### src/rtl/r2r_adc_controller_if.sv
// Signal bundle between the R2R ADC conversion engine and its surroundings:
// control inputs, comparator pin, DAC code and the downstream result strobe.
interface r2r_adc_controller_if #(
    parameter int unsigned WIDTH = 8
);
    logic             enable;
    logic             algorithm_sel;
    logic             comp_in;
    logic [WIDTH-1:0] r2r_out;
    logic [WIDTH-1:0] sample_out;
    logic             ready;
    logic             busy;

    // master: the environment driving the controller; slave: the controller itself
    modport master (
        output enable, algorithm_sel, comp_in,
        input  r2r_out, sample_out, ready, busy
    );

    modport slave (
        input  enable, algorithm_sel, comp_in,
        output r2r_out, sample_out, ready, busy
    );
endinterface

### src/rtl/r2r_adc_controller.sv
// R2R-ladder ADC conversion engine: SAR or linear-ramp search on an 8-bit DAC
// against a synchronized comparator, with a one-cycle ready strobe per result.
module r2r_adc_controller #(
    parameter int unsigned SETTLE_CYCLES = 6250,
    parameter int unsigned WIDTH         = 8
) (
    input logic                 clk,
    input logic                 reset,
    r2r_adc_controller_if.slave bus
);
    localparam int unsigned      CntW    = (SETTLE_CYCLES > 1) ? $clog2(SETTLE_CYCLES) : 1;
    localparam logic [CntW-1:0]  CntLast = CntW'(SETTLE_CYCLES - 1);
    localparam logic [WIDTH-1:0] MsbHot  = {1'b1, {(WIDTH-1){1'b0}}};

    typedef enum logic [1:0] {StIdle, StConvert, StDone} state_e;

    state_e           state_q, state_d;
    logic [CntW-1:0]  cnt_q, cnt_d;
    logic [WIDTH-1:0] code_q, code_d;
    logic [WIDTH-1:0] bit_q, bit_d;
    logic [WIDTH-1:0] result_q, result_d;
    logic [WIDTH-1:0] sample_q, sample_d;
    logic             mode_q, mode_d;
    logic             ready_q, ready_d;
    logic             busy_q, busy_d;
    logic [1:0]       sync_q;
    logic             comp_s;
    logic [WIDTH-1:0] trial;

    assign comp_s = sync_q[1];

    always_ff @(posedge clk or posedge reset) begin
        if (reset) begin
            state_q  <= StIdle;
            cnt_q    <= '0;
            code_q   <= '0;
            bit_q    <= '0;
            result_q <= '0;
            sample_q <= '0;
            mode_q   <= 1'b0;
            ready_q  <= 1'b0;
            busy_q   <= 1'b0;
            sync_q   <= '0;
        end else begin
            state_q  <= state_d;
            cnt_q    <= cnt_d;
            code_q   <= code_d;
            bit_q    <= bit_d;
            result_q <= result_d;
            sample_q <= sample_d;
            mode_q   <= mode_d;
            ready_q  <= ready_d;
            busy_q   <= busy_d;
            sync_q   <= {sync_q[0], bus.comp_in};
        end
    end

    always_comb begin
        state_d  = state_q;
        cnt_d    = cnt_q;
        code_d   = code_q;
        bit_d    = bit_q;
        result_d = result_q;
        sample_d = sample_q;
        mode_d   = mode_q;
        ready_d  = 1'b0;
        busy_d   = busy_q;
        trial    = code_q;

        unique case (state_q)
            StIdle: begin
                code_d = '0;
                busy_d = 1'b0;
            end
            StConvert: begin
                if (!bus.enable) begin
                    state_d = StIdle;
                    code_d  = '0;
                    cnt_d   = '0;
                    busy_d  = 1'b0;
                end else if (cnt_q != CntLast) begin
                    cnt_d = cnt_q + CntW'(1);
                end else begin
                    cnt_d = '0;
                    if (!mode_q) begin
                        if (!comp_s) trial = code_q & ~bit_q;
                        if (bit_q[0]) begin
                            // code_q stays put so the ladder holds through DONE
                            result_d = trial;
                            state_d  = StDone;
                            busy_d   = 1'b0;
                        end else begin
                            code_d = trial | (bit_q >> 1);
                            bit_d  = bit_q >> 1;
                        end
                    end else if (comp_s && code_q != '1) begin
                        code_d = code_q + WIDTH'(1);
                    end else begin
                        if (comp_s) result_d = '1;
                        else        result_d = (code_q == '0) ? '0 : code_q - WIDTH'(1);
                        state_d = StDone;
                        busy_d  = 1'b0;
                    end
                end
            end
            StDone: begin
                sample_d = result_q;
                ready_d  = 1'b1;
                state_d  = StIdle;
                code_d   = '0;
                busy_d   = 1'b0;
            end
            default: state_d = StIdle;
        endcase

        // Conversion start, shared by IDLE and the back-to-back path out of DONE
        if (bus.enable && state_q != StConvert) begin
            state_d = StConvert;
            mode_d  = bus.algorithm_sel;
            cnt_d   = '0;
            bit_d   = MsbHot;
            code_d  = bus.algorithm_sel ? '0 : MsbHot;
            busy_d  = 1'b1;
        end
    end

    assign bus.r2r_out    = code_q;
    assign bus.sample_out = sample_q;
    assign bus.ready      = ready_q;
    assign bus.busy       = busy_q;

endmodule

### src/flat_wrapper.sv
// flat-port wrapper written by rule: the top's interface ports become plain ports
module r2r_adc_controller_flat 
#(
    parameter int unsigned SETTLE_CYCLES = 6250,
    parameter int unsigned WIDTH         = 8
)
  (clk, reset, bus_enable, bus_algorithm_sel, bus_comp_in, bus_r2r_out, bus_sample_out, bus_ready, bus_busy);
  r2r_adc_controller_if #(.WIDTH(WIDTH)) bus_i ();
  input logic clk;
  input logic reset;
  input wire logic [$bits(bus_i.enable)-1:0] bus_enable;
  input wire logic [$bits(bus_i.algorithm_sel)-1:0] bus_algorithm_sel;
  input wire logic [$bits(bus_i.comp_in)-1:0] bus_comp_in;
  output wire logic [$bits(bus_i.r2r_out)-1:0] bus_r2r_out;
  output wire logic [$bits(bus_i.sample_out)-1:0] bus_sample_out;
  output wire logic [$bits(bus_i.ready)-1:0] bus_ready;
  output wire logic [$bits(bus_i.busy)-1:0] bus_busy;
  assign bus_i.enable = bus_enable;
  assign bus_i.algorithm_sel = bus_algorithm_sel;
  assign bus_i.comp_in = bus_comp_in;
  assign bus_r2r_out = bus_i.r2r_out;
  assign bus_sample_out = bus_i.sample_out;
  assign bus_ready = bus_i.ready;
  assign bus_busy = bus_i.busy;
  r2r_adc_controller #(.SETTLE_CYCLES(SETTLE_CYCLES), .WIDTH(WIDTH)) u_core (.clk(clk), .reset(reset), .bus(bus_i));
endmodule
### config.mk
export PLATFORM = sky130hd
export DESIGN_NAME = r2r_adc_controller_flat
export DESIGN_NICKNAME = d
export VERILOG_FILES = /design/src/rtl/r2r_adc_controller_if.sv /design/src/rtl/r2r_adc_controller.sv /design/src/flat_wrapper.sv
export SDC_FILE = /design/constraint.sdc
export NUM_CORES = 1
export LEC_CHECK = 0
export CAP_MARGIN = 20
export CELL_PAD_IN_SITES_DETAIL_PLACEMENT = 1
export CELL_PAD_IN_SITES_GLOBAL_PLACEMENT = 2
export CORE_ASPECT_RATIO = 0.5
export CORE_MARGIN = 5
export CORE_UTILIZATION = 37
export DETAILED_ROUTE_END_ITERATION = 12
export PLACE_DENSITY = 0.79
export SLEW_MARGIN = 20
export SYNTH_ARGS = -nofsm -noshare
export SYNTH_HDL_FRONTEND = slang
export SYNTH_SLANG_ARGS = --single-unit
### constraint.sdc
create_clock -name clk -period 2.42 [get_ports clk]
set_input_delay 0.484 -clock clk [delete_from_list [all_inputs] [get_ports clk]]
set_output_delay 0.484 -clock clk [all_outputs]
set_load 0.005 [all_outputs]
==> impl_metrics.env <==
export IMPL_rsz0062_at_grt="no"
export IMPL_drcViolationCount=0
export IMPL_area_growth_synth_to_final_pct=20.68
export IMPL_cp_start_kind="register"
export IMPL_wl_um=8029
export IMPL_core_mm2=0.007432
export IMPL_cts_made_buffers=5
export IMPL_vias=2411
export IMPL_dieHeight_um=72.19
export IMPL_placed_area_mm2=0.003289
export IMPL_hp_class="register to register"
export IMPL_final_util=0.4646
export IMPL_htree_levels=2
export IMPL_fmax_ghz=0.4412
export IMPL_path_max_fanout=9
export IMPL_fp_row_count=22
export IMPL_diodes=0
export IMPL_leakage_nw=1.512
export IMPL_final_setup_tns_ns=0
export IMPL_yosys_cell_types_count=56
export IMPL_clk_insertion_delay_late_ns=0.30
export IMPL_fin_area_mm2=0.003453
export IMPL_dr_first_iter_drc_count=125
export IMPL_ys_seq_elements=52
export IMPL_power_mw=2.111
export IMPL_cp_arrival_ns=2.44
export IMPL_ant_nets=0
export IMPL_worstSetupPathType="register to register"
export IMPL_slew_headroom=0.6209
export IMPL_ys_warn_count=0
export IMPL_slew_violations=0
export IMPL_hold_violations=0
export IMPL_synthCells=294
export IMPL_final_setup_viol_count=0
export IMPL_synth_edff_count=0
export IMPL_syn_area_mm2=0.002861
export IMPL_cts_root_buf="clkbuf_16"
export IMPL_cts_tree="done"
export IMPL_placedCellCount=416
export IMPL_synth_main_ff_cell="dfrtp_1"
export IMPL_ctsHoldBuffers=0
export IMPL_dr_pass1_iters=4
export IMPL_wl_per_cell_um=18.94
export IMPL_endpoint_kind="register"
export IMPL_synthesis_nets=304
export IMPL_ir_drop_mv=0.3969
export IMPL_grt_pass1_vias=2528
export IMPL_period_needed_ns=2.267
export IMPL_dp_hpwl_um=5862
export IMPL_track_usage=0.1729
export IMPL_place_congestion=0.8379
export IMPL_ctsResizeCount=0
export IMPL_start_util=0.3850
export IMPL_antenna_found_initial=0
export IMPL_syn_avg_cell_area_um2=9.733
export IMPL_fin_skew_ns=0.008219
export IMPL_drive_gt1_frac=0.1616
export IMPL_nets=337
export IMPL_crit_required_ns=2.60
export IMPL_die_area_mm2=0.009700
export IMPL_grt_max_degree=53
export IMPL_grt_pass1_wl_um=13230
export IMPL_viasPerCell=5.686
export IMPL_final_cells=424
export IMPL_fin_crit_sh=0.9367
export IMPL_die_w_um=134.4
export IMPL_power_density_mw_per_mm2=611.2
export IMPL_status="completed"
export IMPL_io_buffers=22
export IMPL_max_slew_worst_pin_slew_ns=0.5649
export IMPL_ys_seq_area_frac=0.4547
export IMPL_cts_max_path_buffers=2
export IMPL_synthArstFlopShare=1.000
export IMPL_overflow=0
export IMPL_ios=23
export IMPL_maxCapViolCount=0
export IMPL_clock_sinks=52
export IMPL_cts_setup_buffers=0
export IMPL_clk_pin_slew_ns=0.07
[report_power, final]
group          internal, mW  leakage, nW  switching [mW]
sequential            0.890        0.699          0.0400
clock                 0.487       0.0808           0.328
combinational         0.160        0.732           0.205
[final cells by class]
class,instances,area (um^2)
fillers,863,3979
inverters,13,48.80
clock inverters,2,35.03
well taps,96,120.1
multi-input cells,215,1451
repair buffers,40,367.9
clock buffers,6,128.9
flip-flops and latches,52,1301
[cell usage after synthesis, types with 4 or more instances]
| cell type | count | area [um^2] |
|---|---|---|
| a21o_1 | 5 | 37.54 |
| a21oi_1 | 11 | 55.05 |
| a22o_1 | 6 | 52.55 |
| a31oi_1 | 7 | 43.79 |
| clkbuf_1 | 10 | 37.54 |
| dfrtp_1 | 52 | 1301 |
| ha_1 | 5 | 62.56 |
| inv_1 | 13 | 48.80 |
| mux2_2 | 16 | 180.2 |
| mux2i_1 | 4 | 40.04 |
| nand2_1 | 28 | 105.1 |
| nand2b_1 | 7 | 43.79 |
| nand3_1 | 17 | 85.08 |
| nor2_1 | 15 | 56.30 |
| nor3_1 | 5 | 25.02 |
| o21ai_0 | 27 | 135.1 |
| o31ai_1 | 4 | 30.03 |
| or3_1 | 4 | 25.02 |
[worst max-delay path, stage by stage, from the launching register on]
cell,delay [ns]
dfrtp_1,0.46
ha_1,0.25
nand2_1,0.12
o311ai_2,0.39
nand3_1,0.24
nor2_4,0.31
mux2_2,0.37
[routing by layer]
| layer | track usage | vias to the layer above | part of all wire |
|---|---|---|---|
| li1 | - | 1149 | - |
| met1 | 0.2374 | 1213 | 0.50 |
| met2 | 0.2798 | 35 | 0.46 |
| met3 | 0.03601 | 14 | 0.027 |
| met4 | 0.04966 | 0 | 0.017 |
| met5 | 0 | - | 0 |
[final timing paths]
path | startpoint | endpoint | slack, ns | cells past startpoint
min reg2reg | u_core.sync_q[0] | u_core.sync_q[1] | 0.36 | 0
max reg2reg | u_core.bus.r2r_out[1] | u_core.result_q[1] | 0.15 | 6
min in group asynchronous | reset | u_core.bus.r2r_out[1] | 0.55 | 3
max | u_core.bus.r2r_out[1] | u_core.result_q[1] | 0.15 | 6
max in group asynchronous | reset | u_core.bus.r2r_out[4] | 1.62 | 3
min | u_core.sync_q[0] | u_core.sync_q[1] | 0.36 | 0
[flip-flops by register name, summed over array words and instances, names as in the netlist]
| name | cells |
|---|---|
| u_core.bit_q | 8 |
| u_core.bus.busy | 1 |
| u_core.bus.r2r_out | 8 |
| u_core.bus.ready | 1 |
| u_core.bus.sample_out | 8 |
| u_core.cnt_q | 13 |
| u_core.mode_q | 1 |
| u_core.result_q | 8 |
| u_core.state_q | 2 |
| u_core.sync_q | 2 |
[logic make-up (layout without fill, tap and decap cells)]
| group | count (synthesis) | in the layout | synth area share |
|---|---|---|---|
| buffers and inverters | 27 | 61 | 0.03804 |
| AOI/OAI and AO/OA | 83 | 83 | 0.1998 |
| DFF | 52 | 52 | 0.4547 |
| and+or+nand+nor | 105 | 105 | 0.2025 |
| adders and majority gates | 5 | 5 | 0.02186 |
| xor gates and xnor gates | 2 | 2 | 0.006123 |
| muxes | 20 | 20 | 0.07696 |
[through the flow]
| step | hold slack, ns | setup slack [ns] |
|---|---|---|
| 4_1_cts | 0.3653 | 0.1587 |
| 3_5_place_dp | 0.3502 | 0.1638 |
| 3_3_place_gp | 0.3346 | 0.2327 |
| 6_report | 0.3565 | 0.1532 |
| 5_1_grt | 0.3660 | 0.02944 |
| 2_1_floorplan | 0.3312 | 0.4373 |
[cells in the final DEF (no fill, tap or decap), types with 5 or more instances in the layout]
master	count
mux2_2	16
a22o_1	6
a21o_1	5
nor3_1	5
nor2_1	15
a21oi_1	11
nand3_1	17
a31oi_1	7
nand2b_1	7
inv_1	12
dfrtp_1	52
ha_1	5
nand2_1	28
buf_4	17
clkbuf_16	5
o21ai_0	27
clkdlybuf4s50_1	22
No activity file was read; power rests on OpenSTA's default activity.
